--- config.mk ---
export PLATFORM = sky130hd
export DESIGN_NAME = data_mem_arbiter
export DESIGN_NICKNAME = d
export VERILOG_FILES = /design/src/rtl/mem_arb_pkg.sv /design/src/rtl/rr_arbiter_2.sv /design/src/rtl/data_mem_arbiter.sv
export SDC_FILE = /design/constraint.sdc
export NUM_CORES = 1
export LEC_CHECK = 0
export CORE_MARGIN = 3
export CORE_UTILIZATION = 40
export CTS_CLUSTER_SIZE = 28
export DETAILED_ROUTE_END_ITERATION = 10
export GPL_TIMING_DRIVEN = 0
export PLACE_DENSITY = 0.9
export RECOVER_POWER = 25
export SLEW_MARGIN = 20
export SYNTH_ARGS = -nofsm -noshare
export SYNTH_HDL_FRONTEND = slang
export SYNTH_SLANG_ARGS = --single-unit
--- constraint.sdc ---
create_clock -name clk -period 8.6 [get_ports clk]
set_clock_uncertainty 0.15 [all_clocks]
set_input_delay 1.72 -clock clk [delete_from_list [all_inputs] [get_ports clk]]
set_output_delay 1.72 -clock clk [all_outputs]
set_load 0.02 [all_outputs]
--- src/rtl/mem_arb_pkg.sv ---
// Shared encodings for the two-port data memory arbiter: FSM states, port indices, memory rw codes.
package mem_arb_pkg;

   typedef enum logic [1:0] {
      IDLE  = 2'd0,
      GRANT = 2'd1,
      DONE  = 2'd2
   } state_t;

   localparam logic PORT_CORE = 1'b0;
   localparam logic PORT_DMA  = 1'b1;

   localparam logic RW_WRITE  = 1'b0;
   localparam logic RW_READ   = 1'b1;

endpackage

--- src/rtl/rr_arbiter_2.sv ---
// Two-requester round-robin pick: a lone request wins, a tie goes to the port that did not win last.
module rr_arbiter_2
   import mem_arb_pkg::*;
(
   input  logic [1:0] req_i,
   input  logic       last_gnt_i,
   output logic       gnt_idx_o,
   output logic       gnt_valid_o
);

   always_comb begin
      gnt_valid_o = |req_i;
      gnt_idx_o   = PORT_CORE;
      case (req_i)
         2'b01:   gnt_idx_o = PORT_CORE;
         2'b10:   gnt_idx_o = PORT_DMA;
         2'b11:   gnt_idx_o = ~last_gnt_i;
         default: gnt_idx_o = PORT_CORE;
      endcase
   end

endmodule

--- src/rtl/data_mem_arbiter.sv ---
// Shares single-port data_memory between core (port 0) and DMA/debug (port 1), IDLE->GRANT->DONE per access.
// Optional MEM_ARB_BOUNDS_EN: out-of-range addresses are blocked from memory and acked with pN_err=1.
module data_mem_arbiter
   import mem_arb_pkg::*;
#(
   parameter int DW    = 32,
   parameter int AW    = 32,
   parameter int DEPTH = 1024
) (
   input  logic          clk,
   input  logic          reset,
   input  logic          p0_req,
   input  logic          p0_we,
   input  logic [AW-1:0] p0_addr,
   input  logic [DW-1:0] p0_wdata,
   output logic          p0_ack,
   output logic [DW-1:0] p0_rdata,
   output logic          p0_err,
   input  logic          p1_req,
   input  logic          p1_we,
   input  logic [AW-1:0] p1_addr,
   input  logic [DW-1:0] p1_wdata,
   output logic          p1_ack,
   output logic [DW-1:0] p1_rdata,
   output logic          p1_err,
   output logic [AW-1:0] address,
   output logic [DW-1:0] data_in,
   output logic          rw_enable,
   output logic          mem_enable,
   input  logic [DW-1:0] data_out,
   output logic          busy,
   output logic [1:0]    state_dbg
);

`ifdef MEM_ARB_BOUNDS_EN
   localparam logic BOUNDS_EN = 1'b1;
`else
   localparam logic BOUNDS_EN = 1'b0;
`endif
   localparam logic [AW:0] DEPTH_W = (AW+1)'(DEPTH);

   state_t        state_q, state_d;
   logic          last_gnt_q, last_gnt_d;
   logic          win_q, win_d;
   logic          oob_q, oob_d;
   logic [AW-1:0] addr_q, addr_d;
   logic [DW-1:0] wdata_q, wdata_d;
   logic          mem_en_q, mem_en_d;
   logic          rw_q, rw_d;
   logic [1:0]    ack_q, ack_d;
   logic [1:0]    err_q, err_d;
   logic [DW-1:0] rdata0_q, rdata0_d;
   logic [DW-1:0] rdata1_q, rdata1_d;

   logic          gnt_idx, gnt_valid;
   logic          sel_we;
   logic [AW-1:0] sel_addr;
   logic [DW-1:0] sel_wdata;
   logic          sel_oob;

   rr_arbiter_2 u_rr (
      .req_i       ({p1_req, p0_req}),
      .last_gnt_i  (last_gnt_q),
      .gnt_idx_o   (gnt_idx),
      .gnt_valid_o (gnt_valid)
   );

   assign sel_we    = (gnt_idx == PORT_DMA) ? p1_we    : p0_we;
   assign sel_addr  = (gnt_idx == PORT_DMA) ? p1_addr  : p0_addr;
   assign sel_wdata = (gnt_idx == PORT_DMA) ? p1_wdata : p0_wdata;
   assign sel_oob   = BOUNDS_EN && ({1'b0, sel_addr} >= DEPTH_W);

   always_comb begin
      state_d    = state_q;
      last_gnt_d = last_gnt_q;
      win_d      = win_q;
      oob_d      = oob_q;
      addr_d     = addr_q;
      wdata_d    = wdata_q;
      mem_en_d   = 1'b0;
      rw_d       = RW_READ;
      ack_d      = 2'b00;
      err_d      = 2'b00;
      rdata0_d   = rdata0_q;
      rdata1_d   = rdata1_q;
      case (state_q)
         IDLE: begin
            if (gnt_valid) begin
               state_d    = GRANT;
               win_d      = gnt_idx;
               last_gnt_d = gnt_idx;
               oob_d      = sel_oob;
               addr_d     = sel_addr;
               wdata_d    = sel_wdata;
               mem_en_d   = ~sel_oob;
               rw_d       = sel_we ? RW_WRITE : RW_READ;
            end
         end
         GRANT: begin
            // Combinational memory read: data_out is valid while mem_enable is up in this cycle.
            state_d       = DONE;
            ack_d[win_q]  = 1'b1;
            err_d[win_q]  = oob_q;
            if (mem_en_q && (rw_q == RW_READ)) begin
               if (win_q == PORT_DMA) rdata1_d = data_out;
               else                   rdata0_d = data_out;
            end
         end
         DONE:    state_d = IDLE;
         default: state_d = IDLE;
      endcase
   end

   always_ff @(posedge clk or posedge reset) begin
      if (reset) begin
         state_q    <= IDLE;
         last_gnt_q <= PORT_DMA;
         win_q      <= PORT_CORE;
         oob_q      <= 1'b0;
         addr_q     <= '0;
         wdata_q    <= '0;
         mem_en_q   <= 1'b0;
         rw_q       <= RW_READ;
         ack_q      <= 2'b00;
         err_q      <= 2'b00;
         rdata0_q   <= '0;
         rdata1_q   <= '0;
      end else begin
         state_q    <= state_d;
         last_gnt_q <= last_gnt_d;
         win_q      <= win_d;
         oob_q      <= oob_d;
         addr_q     <= addr_d;
         wdata_q    <= wdata_d;
         mem_en_q   <= mem_en_d;
         rw_q       <= rw_d;
         ack_q      <= ack_d;
         err_q      <= err_d;
         rdata0_q   <= rdata0_d;
         rdata1_q   <= rdata1_d;
      end
   end

   assign address    = addr_q;
   assign data_in    = wdata_q;
   assign mem_enable = mem_en_q;
   assign rw_enable  = rw_q;
   assign p0_ack     = ack_q[PORT_CORE];
   assign p1_ack     = ack_q[PORT_DMA];
   assign p0_err     = err_q[PORT_CORE];
   assign p1_err     = err_q[PORT_DMA];
   assign p0_rdata   = rdata0_q;
   assign p1_rdata   = rdata1_q;
   assign busy       = (state_q != IDLE);
   assign state_dbg  = state_q;

endmodule

## After elaboration in Yosys (flattened, before gate mapping)

Index checks and enable logic that the tools add are counted.

- Register bits: 136
- Input bits: 166
- Output and inout bits: 137
- Word-level logic and storage cells: 40

- $lt $le $gt $ge: 2
- Equality and inequality tests: 4
- Multiplexer cells: 14
- Bitwise gates (word level): 2
- Reduce and logical (&&, ||, !) cells: 8

Operators with widths:

| kind | number |
|---|---|
| $mux 32 | 2 |
| $mux 1 | 7 |
| $reduce_and 3->1 | 2 |
| $eq 2x2->1 const B | 2 |
| $mux 2 | 2 |
| $pmux 2 s2 | 1 |
| $eq 2x1->1 const B | 1 |
| $logic_and 1x1->1 | 2 |
| $logic_not 2->1 | 1 |
| $lt 1x2->1 const B | 1 |
| $ne 2x2->1 const B | 1 |
| $not 1->1 | 2 |
| $pmux 1 s2 | 1 |
| $reduce_and 2->1 | 1 |
| $reduce_bool 2->1 | 1 |
| $reduce_or 2->1 | 1 |
| $demux 1 s1 | 1 |
| $ge 1x1->1 const B | 1 |

## Depth between registers and ports, before layout

- Word-level depth: 6
- Depth in mapped cells: 6
- Depth with buffers taken out: 3

## Modules after synthesis

Synthesis repeated with hierarchy kept, for this count alone.

- Cells, all modules: 441
- Area total of the unflattened synthesis: 5755.5 um^2

Modules (own cells, without submodules):

| module | instances | cells each | area each (um^2) | seq. area each (um^2) |
|---|---|---|---|---|
| data_mem_arbiter | 1 | 439 | 5741.8 | 3405.8 |
| rr_arbiter_2 | 1 | 2 | 13.8 | 0.0 |

## Least setup slack after synthesis

OpenSTA, ideal clock, no wires.

- Kind: flip-flop to output port
- Start: reg state_q[0], in the netlist state_dbg[0]
- End: out busy
- Arrival: 1171 ps
- Data required time: 6730 ps
- Path slack: 5559 ps
- Stages on the path, launching flop included: 5
- Path buffers: 2
- Cells stage by stage: dfrtp_1 > nor2_2 > buf_2 > buf_2 > inv_1

- Cells in the longest elaborated chain, start to end: 1

RTL lines:

| element | line | RTL |
|---|---|---|
| start: declaration | data_mem_arbiter.sv:42 | `state_t state_q, state_d;` |
| start signal: assignment | data_mem_arbiter.sv:129 | `state_q <= state_d;` |
| $reduce_bool 2->1 | data_mem_arbiter.sv:154 | `assign busy = (state_q != IDLE);` |
| end: declaration | data_mem_arbiter.sv:31 | `output logic busy,` |

No other way between the ends.

## Worst setup path after layout

Ends and elaborated chain as after synthesis.

==> insert_results.sql <==
INSERT INTO impl_metrics (metric_group, metric, value, unit) VALUES
('clocking', 'clock_buffers_created_by_tritoncts', '17', ''),
('timing', 'timing_hold_violations_final', '0', ''),
('timing', 'tightest_slew', '2650', 'ps'),
('layout', 'regArea', '3410', 'um^2'),
('floorplanning', 'die_height', '131', 'um'),
('layout', 'footprint_of_the_multi_input_gates', '2500', 'um^2'),
('clocking', 'cts_repair_resize_count', '0', ''),
('routing', 'drc', '0', ''),
('layout', 'finish.net_count', '1009', ''),
('floorplanning', 'floorplan.die.width', '131', 'um'),
('timing', 'period_minus_slack', '4230', 'ps'),
('clocking', 'cts_setup_buffers', '0', ''),
('outcome', 'violated_checks', 'capacitance limit, slew limit', ''),
('pwr', 'leakagePower', '4.05', 'nW'),
('logic_synthesis', 'ys_seq_elements', '136', ''),
('placed_design', 'numPortBuffers', '300', ''),
('worst_setup_path', 'worstPathMaxFanout', '10', ''),
('timing', 'period_share', '49.2', '%'),
('grt', 'gr-usage-all-layers', '22.3', '%'),
('routing', 'drt_iter0_markers', '277', ''),
('clocking', 'cts_tree', 'done', ''),
('worst_setup_path', 'worstPathArrival', '2360', 'ps'),
('floorplanning', 'placement_rows', '44', ''),
('grt', 'number_of_global_route_vias_before_repair', '5529', ''),
('worst_setup_path', 'critPathMaxStageDelay', '580', 'ps'),
('placed_design', 'gp_congestion', '0.826', ''),
('grt', 'first_pass_grt_wire_length', '29200', 'um'),
('layout', 'fill_cells', '1082', ''),
('clocking', 'clock_tree.htree_level_count', '4', ''),
('timing', 'timing.slew.headroom', '-77.5', '%'),
('timing', 'maxSlewViolCount', '58', ''),
('floorplanning', 'placeableCoreArea', '14900', 'um^2'),
('worst_setup_path', 'worstPathCellList', 'nor2_2 -> buf_2 -> buf_2 -> inv_1 -> clkdlybuf4s50_1', ''),
('logic_synthesis', 'netlist.area_leader.share', '54.0', '%'),
('logic_synthesis', 'synth.top_cells.by_area', 'dfrtp_1, mux2_2, a31oi_4', ''),
('grt', 'antenna_found_initial', '1', ''),
('layout', 'layout-drive-gt1-share', '18.3', '%'),
('worst_setup_path', 'critical_path_class', 'reg -> out', ''),
('placed_design', 'dp_hpwl', '14700', 'um'),
('clocking', 'cts-hold-fix-buffers', '0', ''),
('logic_synthesis', 'syn-cell-area', '6210', 'um^2'),
('pwr', 'power.density', '387', 'nW/um^2'),
('worst_setup_path', 'slowest_stage_cell_cp', 'clkdlybuf4s50_1', ''),
('routing', 'postRouteWirelength', '19200', 'um'),
('routing', 'drt-vias-per-instance', '5.07', ''),
('routing', 'detailroute.via_count', '5271', ''),
('floorplanning', 'die-area', '17100', 'um^2'),
('logic_synthesis', 'average_footprint_of_a_synthesized_cell', '11.9', 'um^2'),
('logic_synthesis', 'postSynthCellCount', '522', ''),
('clocking', 'numClockSinks', '136', ''),
('worst_setup_path', 'end_kind', 'primary output', ''),
('worst_setup_path', 'critical_path.most_common_cell', 'buf_2', ''),
('logic_synthesis', 'sequential_share_of_the_synthesized_area', '54.8', '%'),
('clocking', 'worst_setup_hold_path_clk_slew', '60', 'ps'),
('layout', 'most-common-layout-cells', 'clkdlybuf4s50_1, dfrtp_1, nand2_1', ''),
('floorplanning', 'floorplan.initialDensity', '41.8', '%'),
('pwr', 'vdd_drop_max', '0.159', 'mV'),
('routing', 'wl_per_instance', '18.5', 'um'),
('grt', 'grt_overflow', '0', ''),
('clocking', 'cts_max_path_buffers', '2', ''),
('logic_synthesis', 'synth.yosys.warnings', '0', ''),
('layout', 'most_common_cell_after_layout_fill_and_taps_aside', 'clkdlybuf4s50_1', ''),
('worst_setup_path', 'setup.worst_path.start_class', 'flop', ''),
('timing', 'maxClockFrequency', '0.237', 'GHz'),
('clocking', 'cell_chosen_for_the_clock_root', 'clkbuf_16', ''),
('floorplanning', 'design.portCount', '303', ''),
('timing', 'setup_viol_count_final', '0', ''),
('grt', 'grt_start_max_net_pins', '80', ''),
('pwr', 'power.total', '3.87', 'mW'),
('timing', 'grt_setup_unrepaired', 'false', ''),
('logic_synthesis', 'synth.lib_cells_used.distinct', '26', ''),
('clocking', 'clkLatencyLatePin', '400', 'ps'),
('worst_setup_path', 'cp_data_required_time', '6730', 'ps'),
('outcome', 'outcome', 'complete, but fails checks', ''),
('routing', 'ant_nets', '0', ''),
('logic_synthesis', 'post-synth-top-area-cell', 'dfrtp_1', ''),
('timing', 'setup-tns-final', '0', 'ps'),
('hold_path', 'timing.hold.worst.class', 'reg -> reg', ''),
('routing', 'detail_route.first_pass.iterations', '4', ''),
('job', 'max_cap_violations', '1', ''),
('layout', 'syn2layout_area_growth', '61.4', '%');
-- critical path, delay by kind of cell, from the launching register on --
family,cells,cell delay (ps)
buffers and inverters,4,1290
flip-flops,1,400
AND/OR/NAND/NOR,1,260
-- synth_stat cells --
cell type,n
clkbuf_2,1
buf_6,4
conb_1,1
nor2_2,1
inv_1,3
clkbuf_1,17
buf_2,12
mux2_1,4
nand2_1,130
inv_2,1
a21oi_1,65
a31oi_1,35
buf_12,3
nand2b_2,1
nor2_1,2
o22ai_1,1
a21bo_2,1
mux2_2,61
a31oi_4,30
dfrtp_1,134
a21boi_0,1
and2_1,2
buf_4,7
dfstp_2,2
nor3_4,2
or2_1,1
-- area by class of cell --
| cell class | count | share of cell area [%] |
|---|---|---|
| multi-input cells | 339 | 25.0 |
| flip-flops and latches | 136 | 34.0 |
| clock inverters | 11 | 1.02 |
| plain buffers | 44 | 2.86 |
| diodes | 1 | 0.0250 |
| inverters | 4 | 0.162 |
| repair buffers | 301 | 30.2 |
| clock buffers | 19 | 4.42 |
| well taps | 184 | 2.30 |
-- routing by layer --
layer / track usage (%) / wire length (um) / up-vias
li1: - / - / 2464
met1: 23.8 / 6910 / 2540
met2: 39.4 / 9860 / 240
met3: 9.67 / 1970 / 27
met4: 8.05 / 448 / 0
met5: 0 / 0 / -
-- worst paths after layout --
check / cells after the start / slack (ps) / start / endpoint
max: 5 / 4370 / state_dbg[0]$_DFFE_PP0P_ / busy
min: 1 / 340 / p1_rdata[30]$_DFFE_PP0P_ / p1_rdata[30]$_DFFE_PP0P_
max reg2reg: 5 / 6690 / last_gnt_q$_DFFE_PP1P_ / data_in[18]$_DFFE_PP0P_
min reg2reg: 1 / 340 / p1_rdata[30]$_DFFE_PP0P_ / p1_rdata[30]$_DFFE_PP0P_
max in group asynchronous: 3 / 4730 / reset / rw_enable$_DFF_PP1_
min in group asynchronous: 2 / 2350 / reset / address[20]$_DFFE_PP0P_
-- state kept, by name (all words and copies together) (netlist names) --
name        flops
address        32
data_in        32
win_q           1
ack_q           2
mem_enable      1
state_dbg       2
p0_rdata       32
p1_rdata       32
last_gnt_q      1
rw_enable       1
-- logic make-up after synthesis --
logic type | Yosys count | share of synthesized area, %
other | 1 | 0.0604
buffers and inverters | 48 | 4.85
muxes | 65 | 11.8
DFF | 136 | 54.8
AOI/OAI and AO/OA | 133 | 19.4
and+or+nand+nor | 139 | 9.05
-- report_power, final --
group	internal [mW]	switching (mW)	total, mW
Sequential	0.965	0.171	1.14
Combinational	0.999	1.07	2.07
Clock	0.402	0.269	0.671
-- through the flow --
stage / hold slack, ps / worst slack (ps) / util (%) / instances / area [um^2]
finish: 337 / 4370 / 67.4 / 1039 / 10000
global route: 372 / 4250 / 67.4 / 1039 / 10000
CTS: 337 / 4320 / 67.5 / 1038 / 10000
detailed placement: 324 / 4760 / 63.8 / 1008 / 9480
global placement: 316 / 1220 / 63.6 / 1007 / 9450
floorplan: 349 / 3090 / - / 523 / 6210
(Power assumes the default switching activity.)
